[src/rtl/edge_det_pkg.sv]
// Shared constants and helpers for the edge-event detector and its bench.
package edge_det_pkg;

  localparam int DEFAULT_WIDTH         = 8;
  localparam int DEFAULT_SYNC_STAGES   = 2;
  localparam int DEFAULT_FILTER_CYCLES = 4;

  // Bits needed to hold values 0 .. value-1 (at least 1).
  function automatic int clog2(input int value);
    int r;
    r = 1;
    for (int i = 1; i < 31; i++) begin
      if ((1 << i) < value) r = i + 1;
    end
    return r;
  endfunction

endpackage

[src/rtl/edge_det_channel.sv]
// One channel: synchroniser, optional debounce filter (EDGE_EVENT_DETECTOR_FILTER_EN),
// edge pulse generation and sticky pending flag.
module edge_det_channel
  import edge_det_pkg::*;
#(
  parameter int   p_SYNC_STAGES   = DEFAULT_SYNC_STAGES,
  parameter int   p_FILTER_CYCLES = DEFAULT_FILTER_CYCLES,
  parameter logic p_RESET_LEVEL   = 1'b0
) (
  input  logic i_clk,
  input  logic i_rst_n,
  input  logic i_input,
  input  logic i_rise_en,
  input  logic i_fall_en,
  input  logic i_clear,
  output logic o_level,
  output logic o_pulse,
  output logic o_pending
);

  if (p_SYNC_STAGES < 2) begin : g_bad_sync
    $error("edge_det_channel: p_SYNC_STAGES must be >= 2");
  end
  if (p_FILTER_CYCLES < 1) begin : g_bad_filter
    $error("edge_det_channel: p_FILTER_CYCLES must be >= 1");
  end

  logic [p_SYNC_STAGES-1:0] r_sync;
  logic                     w_sync_out;
  logic                     w_level;
  logic                     r_prev;
  logic                     r_pulse;
  logic                     r_pending;
  logic                     w_rise;
  logic                     w_fall;

  // NOTE: sequential state uses non-blocking assignments so every flop samples pre-edge values.
  always_ff @(posedge i_clk or negedge i_rst_n) begin
    if (!i_rst_n) r_sync <= {p_SYNC_STAGES{p_RESET_LEVEL}};
    else          r_sync <= {r_sync[p_SYNC_STAGES-2:0], i_input};
  end

  assign w_sync_out = r_sync[p_SYNC_STAGES-1];

`ifdef EDGE_EVENT_DETECTOR_FILTER_EN
  localparam int                 c_CNT_W    = clog2(p_FILTER_CYCLES + 1);
  localparam logic [c_CNT_W-1:0] c_CNT_LAST = c_CNT_W'(p_FILTER_CYCLES - 1);

  logic [c_CNT_W-1:0] r_cnt;
  logic               r_level;

  // Level only moves after p_FILTER_CYCLES consecutive disagreeing samples.
  always_ff @(posedge i_clk or negedge i_rst_n) begin
    if (!i_rst_n) begin
      r_cnt   <= '0;
      r_level <= p_RESET_LEVEL;
    end else if (w_sync_out == r_level) begin
      r_cnt   <= '0;
    end else if (r_cnt == c_CNT_LAST) begin
      r_cnt   <= '0;
      r_level <= ~r_level;
    end else begin
      r_cnt   <= r_cnt + 1'b1;
    end
  end

  assign w_level = r_level;
`else
  assign w_level = w_sync_out;
`endif

  assign w_rise = w_level & ~r_prev;
  assign w_fall = ~w_level & r_prev;

  // A pulse landing in the same cycle as a clear keeps the flag set.
  always_ff @(posedge i_clk or negedge i_rst_n) begin
    if (!i_rst_n) begin
      r_prev    <= p_RESET_LEVEL;
      r_pulse   <= 1'b0;
      r_pending <= 1'b0;
    end else begin
      r_prev  <= w_level;
      r_pulse <= (w_rise & i_rise_en) | (w_fall & i_fall_en);
      if (r_pulse)      r_pending <= 1'b1;
      else if (i_clear) r_pending <= 1'b0;
    end
  end

  assign o_level   = w_level;
  assign o_pulse   = r_pulse;
  assign o_pending = r_pending;

endmodule

[src/rtl/edge_event_detector.sv]
// Multi-channel edge-event detector with maskable combined interrupt.
// Debounce filter is built when EDGE_EVENT_DETECTOR_FILTER_EN is defined.
module edge_event_detector
  import edge_det_pkg::*;
#(
  parameter int                 p_WIDTH         = DEFAULT_WIDTH,
  parameter int                 p_SYNC_STAGES   = DEFAULT_SYNC_STAGES,
  parameter int                 p_FILTER_CYCLES = DEFAULT_FILTER_CYCLES,
  parameter logic [p_WIDTH-1:0] p_RESET_LEVEL   = '0
) (
  input  logic               i_clk,
  input  logic               i_rst_n,
  input  logic [p_WIDTH-1:0] iv_input,
  input  logic [p_WIDTH-1:0] iv_rise_en,
  input  logic [p_WIDTH-1:0] iv_fall_en,
  input  logic [p_WIDTH-1:0] iv_clear,
  input  logic [p_WIDTH-1:0] iv_irq_mask,
  output logic [p_WIDTH-1:0] ov_level,
  output logic [p_WIDTH-1:0] ov_pulse,
  output logic [p_WIDTH-1:0] ov_pending,
  output logic               o_irq
);

  if (p_WIDTH < 1) begin : g_bad_width
    $error("edge_event_detector: p_WIDTH must be >= 1");
  end

  for (genvar i = 0; i < p_WIDTH; i++) begin : g_ch
    edge_det_channel #(
      .p_SYNC_STAGES  (p_SYNC_STAGES),
      .p_FILTER_CYCLES(p_FILTER_CYCLES),
      .p_RESET_LEVEL  (p_RESET_LEVEL[i])
    ) u_channel (
      .i_clk    (i_clk),
      .i_rst_n  (i_rst_n),
      .i_input  (iv_input[i]),
      .i_rise_en(iv_rise_en[i]),
      .i_fall_en(iv_fall_en[i]),
      .i_clear  (iv_clear[i]),
      .o_level  (ov_level[i]),
      .o_pulse  (ov_pulse[i]),
      .o_pending(ov_pending[i])
    );
  end

  assign o_irq = |(ov_pending & iv_irq_mask);

endmodule

[config.mk]
export PLATFORM = sky130hd
export DESIGN_NAME = edge_event_detector
export DESIGN_NICKNAME = d
export VERILOG_FILES = /design/src/rtl/edge_det_pkg.sv /design/src/rtl/edge_det_channel.sv /design/src/rtl/edge_event_detector.sv
export SDC_FILE = /design/constraint.sdc
export NUM_CORES = 1
export LEC_CHECK = 0
export ABC_AREA = 1
export ABC_CLOCK_PERIOD_IN_PS = 900
export CORE_ASPECT_RATIO = 0.9
export CORE_UTILIZATION = 30
export DETAILED_ROUTE_END_ITERATION = 8
export HOLD_SLACK_MARGIN = 0.03
export SLEW_MARGIN = 20
export SYNTH_ARGS = -nofsm -noshare
export SYNTH_HDL_FRONTEND = slang
export SYNTH_SLANG_ARGS = --single-unit
[constraint.sdc]
create_clock -name i_clk -period 0.9 [get_ports i_clk]
set_clock_uncertainty 0.05 [all_clocks]
set_input_delay 0.09 -clock i_clk [delete_from_list [all_inputs] [get_ports i_clk]]
set_output_delay 0.09 -clock i_clk [all_outputs]
set_load 0.02 [all_outputs]
==> impl_metrics.xml <==
<?xml version="1.0" encoding="UTF-8"?>
<metrics>
  <group name="drt">
    <metric name="routedWlPerCell" unit="um">11.5</metric>
    <metric name="detail_route.iter0.violations" unit="">11</metric>
    <metric name="wl_met2" unit="um">1670</metric>
    <metric name="detailroute.via_count" unit="">1063</metric>
    <metric name="detailedRoute.firstPassIterationCount" unit="">4</metric>
    <metric name="drt.antenna.violating_nets" unit="">0</metric>
    <metric name="met1Wirelength" unit="um">1100</metric>
    <metric name="avgViaCountPerCell" unit="">4.07</metric>
    <metric name="drcViolationCount" unit="">0</metric>
    <metric name="wl_met3" unit="um">189</metric>
    <metric name="highest-signal-layer" unit="">met4</metric>
    <metric name="drt_wl_total" unit="um">3000</metric>
  </group>
  <group name="yosys">
    <metric name="synth_most_common_cell" unit="">sky130_fd_sc_hd__dfrtp_1</metric>
    <metric name="mappedNetlistArea" unit="sq um">1470</metric>
    <metric name="synthesized_flop_and_latch_total" unit="">40</metric>
    <metric name="synth_top_cells_by_area" unit="">sky130_fd_sc_hd__dfrtp_1 68%, sky130_fd_sc_hd__buf_4 12%, sky130_fd_sc_hd__a21oi_1 5.5%, sky130_fd_sc_hd__nand2_1 5.4%, sky130_fd_sc_hd__inv_1 4.1%</metric>
    <metric name="synth_edf_count" unit="">0</metric>
    <metric name="yosysUniqueCellTypes" unit="">7</metric>
    <metric name="yosysWarnings" unit="">0</metric>
    <metric name="yosysTopAreaCellShare" unit="%">68.2</metric>
    <metric name="proportion_of_synthesized_chip_area_in_sequential_cells" unit="%">68.2</metric>
    <metric name="synth_common_cells" unit="">40 x sky130_fd_sc_hd__dfrtp_1, 24 x sky130_fd_sc_hd__buf_4, 21 x sky130_fd_sc_hd__nand2_1</metric>
    <metric name="cell_count_after_synthesis" unit="">127</metric>
    <metric name="yosys.area.top_type" unit="">sky130_fd_sc_hd__dfrtp_1</metric>
    <metric name="postSynth.asyncResetShare" unit="%">100</metric>
    <metric name="synth_fp_nets" unit="">169</metric>
    <metric name="syn_avg_cell_area" unit="sq um">11.6</metric>
    <metric name="ys_flop_type" unit="">sky130_fd_sc_hd__dfrtp_1</metric>
  </group>
  <group name="setup_path">
    <metric name="worst_r2r_startpoint" unit="">g_ch[1].u_channel.r_sync[1]</metric>
    <metric name="rr_endpoint" unit="">g_ch[1].u_channel.o_pulse</metric>
    <metric name="worstSetupStartpointType" unit="">flip-flop</metric>
    <metric name="crit_fanout" unit="">2</metric>
    <metric name="regToRegSetupSlack" unit="ns">0</metric>
    <metric name="r2r_depth" unit="">4</metric>
    <metric name="required_worst_endpoint" unit="ns">0.76</metric>
    <metric name="worst-endpoint-arrival" unit="ns">1.09</metric>
    <metric name="worst_path_max_delay_cell" unit="">sky130_fd_sc_hd__dfrtp_1</metric>
    <metric name="timing_worst_setup_path_type" unit="">reg -&gt; out</metric>
    <metric name="crit_end" unit="">o_irq</metric>
    <metric name="path_cells" unit="">nand2_1 &gt; nand2_1 &gt; nor2_1 &gt; nand2_1 &gt; buf_6</metric>
    <metric name="crit_start" unit="">g_ch[1].u_channel.o_pending</metric>
    <metric name="crit_path_frequent_cell" unit="">sky130_fd_sc_hd__nand2_1</metric>
    <metric name="end_kind" unit="">primary output</metric>
    <metric name="critical_path.max_stage_delay" unit="ns">0.39</metric>
  </group>
  <group name="die">
    <metric name="fp.dieW" unit="um">75.7</metric>
    <metric name="start_util" unit="%">32.1</metric>
    <metric name="die_footprint" unit="sq um">5180</metric>
    <metric name="core_area" unit="sq um">4580</metric>
    <metric name="rows" unit="">23</metric>
    <metric name="die-height" unit="um">68.4</metric>
    <metric name="design.portCount" unit="">67</metric>
  </group>
  <group name="cts">
    <metric name="cts_buffer_depth" unit="">2</metric>
    <metric name="sinks_on_the_clock_net" unit="">40</metric>
    <metric name="clk_transition_reported_paths" unit="ns">0.07</metric>
    <metric name="worstSkewPairLatency" unit="ns">0.28</metric>
    <metric name="cts_tree" unit="">yes</metric>
    <metric name="cts_made_buffers" unit="">5</metric>
    <metric name="cts.root.buffer_cell" unit="">sky130_fd_sc_hd__clkbuf_8</metric>
    <metric name="ctsHtreeMaxLevel" unit="">2</metric>
  </group>
  <group name="power">
    <metric name="p_comb_share" unit="%">19.1</metric>
    <metric name="pwr-share-clk" unit="%">35.3</metric>
    <metric name="p_sw_share" unit="%">22.4</metric>
    <metric name="total_power" unit="W">0.00438</metric>
    <metric name="power_density_relative_to_cell_area" unit="nW/um^2">1790</metric>
    <metric name="switching_power" unit="W">0.000980</metric>
    <metric name="worst_ir_drop_vdd" unit="uV">873</metric>
    <metric name="flop_pwr_share" unit="%">45.6</metric>
    <metric name="internal_power" unit="W">0.00340</metric>
    <metric name="total_leakage_power" unit="nW">1.17</metric>
  </group>
  <group name="sta">
    <metric name="peak_freq" unit="MHz">810</metric>
    <metric name="unrepaired_setup_endpoints_after_global_routing" unit="">true</metric>
    <metric name="final.setup.worst_slack" unit="ns">-0.334</metric>
    <metric name="finalSetupViolCount" unit="">26</metric>
    <metric name="min_period_over_period" unit="%">137</metric>
    <metric name="minimum_period_implied_by_the_final_worst_setup_slack" unit="ns">1.23</metric>
    <metric name="timing.max_slew.rel_slack" unit="%">85.4</metric>
    <metric name="hold_viol_final" unit="">0</metric>
    <metric name="max_slew.worst_pin.slew" unit="ns">0.219</metric>
    <metric name="report.final.slew_viol_count" unit="">0</metric>
  </group>
  <group name="placed_design">
    <metric name="dpl.hpwl" unit="um">2180</metric>
    <metric name="buffer_ports.inserted" unit="">66</metric>
    <metric name="detailedPlace.worstSlack" unit="ns">-0.602</metric>
    <metric name="globalplace.congestion" unit="">0.675</metric>
  </group>
  <group name="grt">
    <metric name="grt_overflow_total" unit="">0</metric>
    <metric name="first_global_vias" unit="">1023</metric>
    <metric name="grt_pass1_wl" unit="um">4210</metric>
    <metric name="track_usage" unit="%">11.4</metric>
    <metric name="antenna_found_initial" unit="">0</metric>
    <metric name="maximum_number_of_pins_on_one_net_before_global_route_repair" unit="">41</metric>
  </group>
  <group name="final_layout">
    <metric name="fin_util" unit="%">53.5</metric>
    <metric name="filler_cell_count" unit="">380</metric>
    <metric name="insertedDiodeCount" unit="">0</metric>
    <metric name="finish.net_count" unit="">240</metric>
    <metric name="flow.area_growth_from_synthesis" unit="%">66.8</metric>
    <metric name="drive_above_1_share" unit="%">34.2</metric>
  </group>
  <group name="flow_run">
    <metric name="cap_viol_max_count" unit="">0</metric>
  </group>
  <group name="outcome">
    <metric name="violations_in_the_final_reports" unit="">negative setup slack</metric>
    <metric name="outcome" unit="">complete, but fails checks</metric>
  </group>
  <group name="hold_path">
    <metric name="hold_class" unit="">in -&gt; reg</metric>
  </group>
</metrics>
state kept, by name, summed over array words and instances, names as in the netlist:
name / cells
g_ch.u_channel.o_pending: 8
g_ch.u_channel.r_sync: 16
g_ch.u_channel.r_prev: 8
g_ch.u_channel.o_pulse: 8
cell type report:
type / count / area, sq um / share of cell area, %
clock inverters: 1 / 30.0 / 1.23
inverters: 16 / 60.1 / 2.45
flip-flops and latches: 40 / 1000 / 40.9
repair buffers: 88 / 916 / 37.4
well taps: 62 / 77.6 / 3.17
clock buffers: 7 / 96.3 / 3.94
multi-input cells: 47 / 267 / 10.9
placed cells by master (no fill, tap or decap), drive strengths merged:
cell type	count
clkbuf	7
inv	16
nor2	2
buf	47
a21oi	16
o21bai	8
clkdlybuf4s50	40
dfrtp	40
bufinv	1
dlygate4sd3	1
nand2	21
timing repair:
item                                    in CTS  in global routing
hold endpoints to repair                    40                  0
gates resized for setup                    152                 25
hold buffers                                 1                  0
endpoints found under the setup margin      25                 33
pin swaps                                    6                 11
setup buffers                                2                  2
metal layers:
layer  global-route usage, %  vias to the layer above
met5                       0                        -
met4                    4.86                        0
met3                    4.71                        5
met2                    20.9                       35
met1                    11.4                      511
li1                        -                      512
power groups by stage:
stage | clock network [W] | logic [W] | registers (W)
after floorplan | 0 | 0.000344 | 0.00201
after global placement | 0 | 0.000735 | 0.00201
after detailed placement | 0 | 0.000752 | 0.00201
after CTS | 0.00161 | 0.000796 | 0.00199
after global routing | 0.00171 | 0.000898 | 0.00201
final | 0.00155 | 0.000836 | 0.00200
stage by stage:
stage	setup TNS (ns)	hold WS (ns)	std cells	area [sq um]
3_5_place_dp	-5.63	0.0260	250	2180
6_report	-2.65	0.189	261	2450
2_1_floorplan	0	-0.256	127	1470
5_1_grt	-3.81	0.162	261	2450
4_1_cts	-2.93	0.174	260	2360
3_3_place_gp	-5.43	0.0228	250	2180
worst max-delay path: cells and delay by family (launching register included):
kind	cells	cell delay, ns
AND/OR/NAND/NOR	4	0.31
buffers and inverters	1	0.13
flip-flops	1	0.39
worst min path at each step:
stage,from,end,slack (ns),cells after the start
floorplan,i_rst_n,g_ch[0].u_channel.o_pending,-0.26,0
global placement,i_rst_n,g_ch[4].u_channel.o_pending,0.02,2
detailed placement,i_rst_n,g_ch[4].u_channel.o_pending,0.03,2
CTS,iv_input[5],g_ch[5].u_channel.r_sync[0],0.17,1
global route,iv_input[5],g_ch[5].u_channel.r_sync[0],0.16,1
finish,iv_input[6],g_ch[6].u_channel.r_sync[0],0.19,1
logic make-up after synthesis:
group                  share of synthesized area [%]
and+or+nand+nor                                 5.88
DFF                                             68.2
AOI/OAI and AO/OA                               9.55
buffers and inverters                           16.4
(Power assumes the default switching activity.)
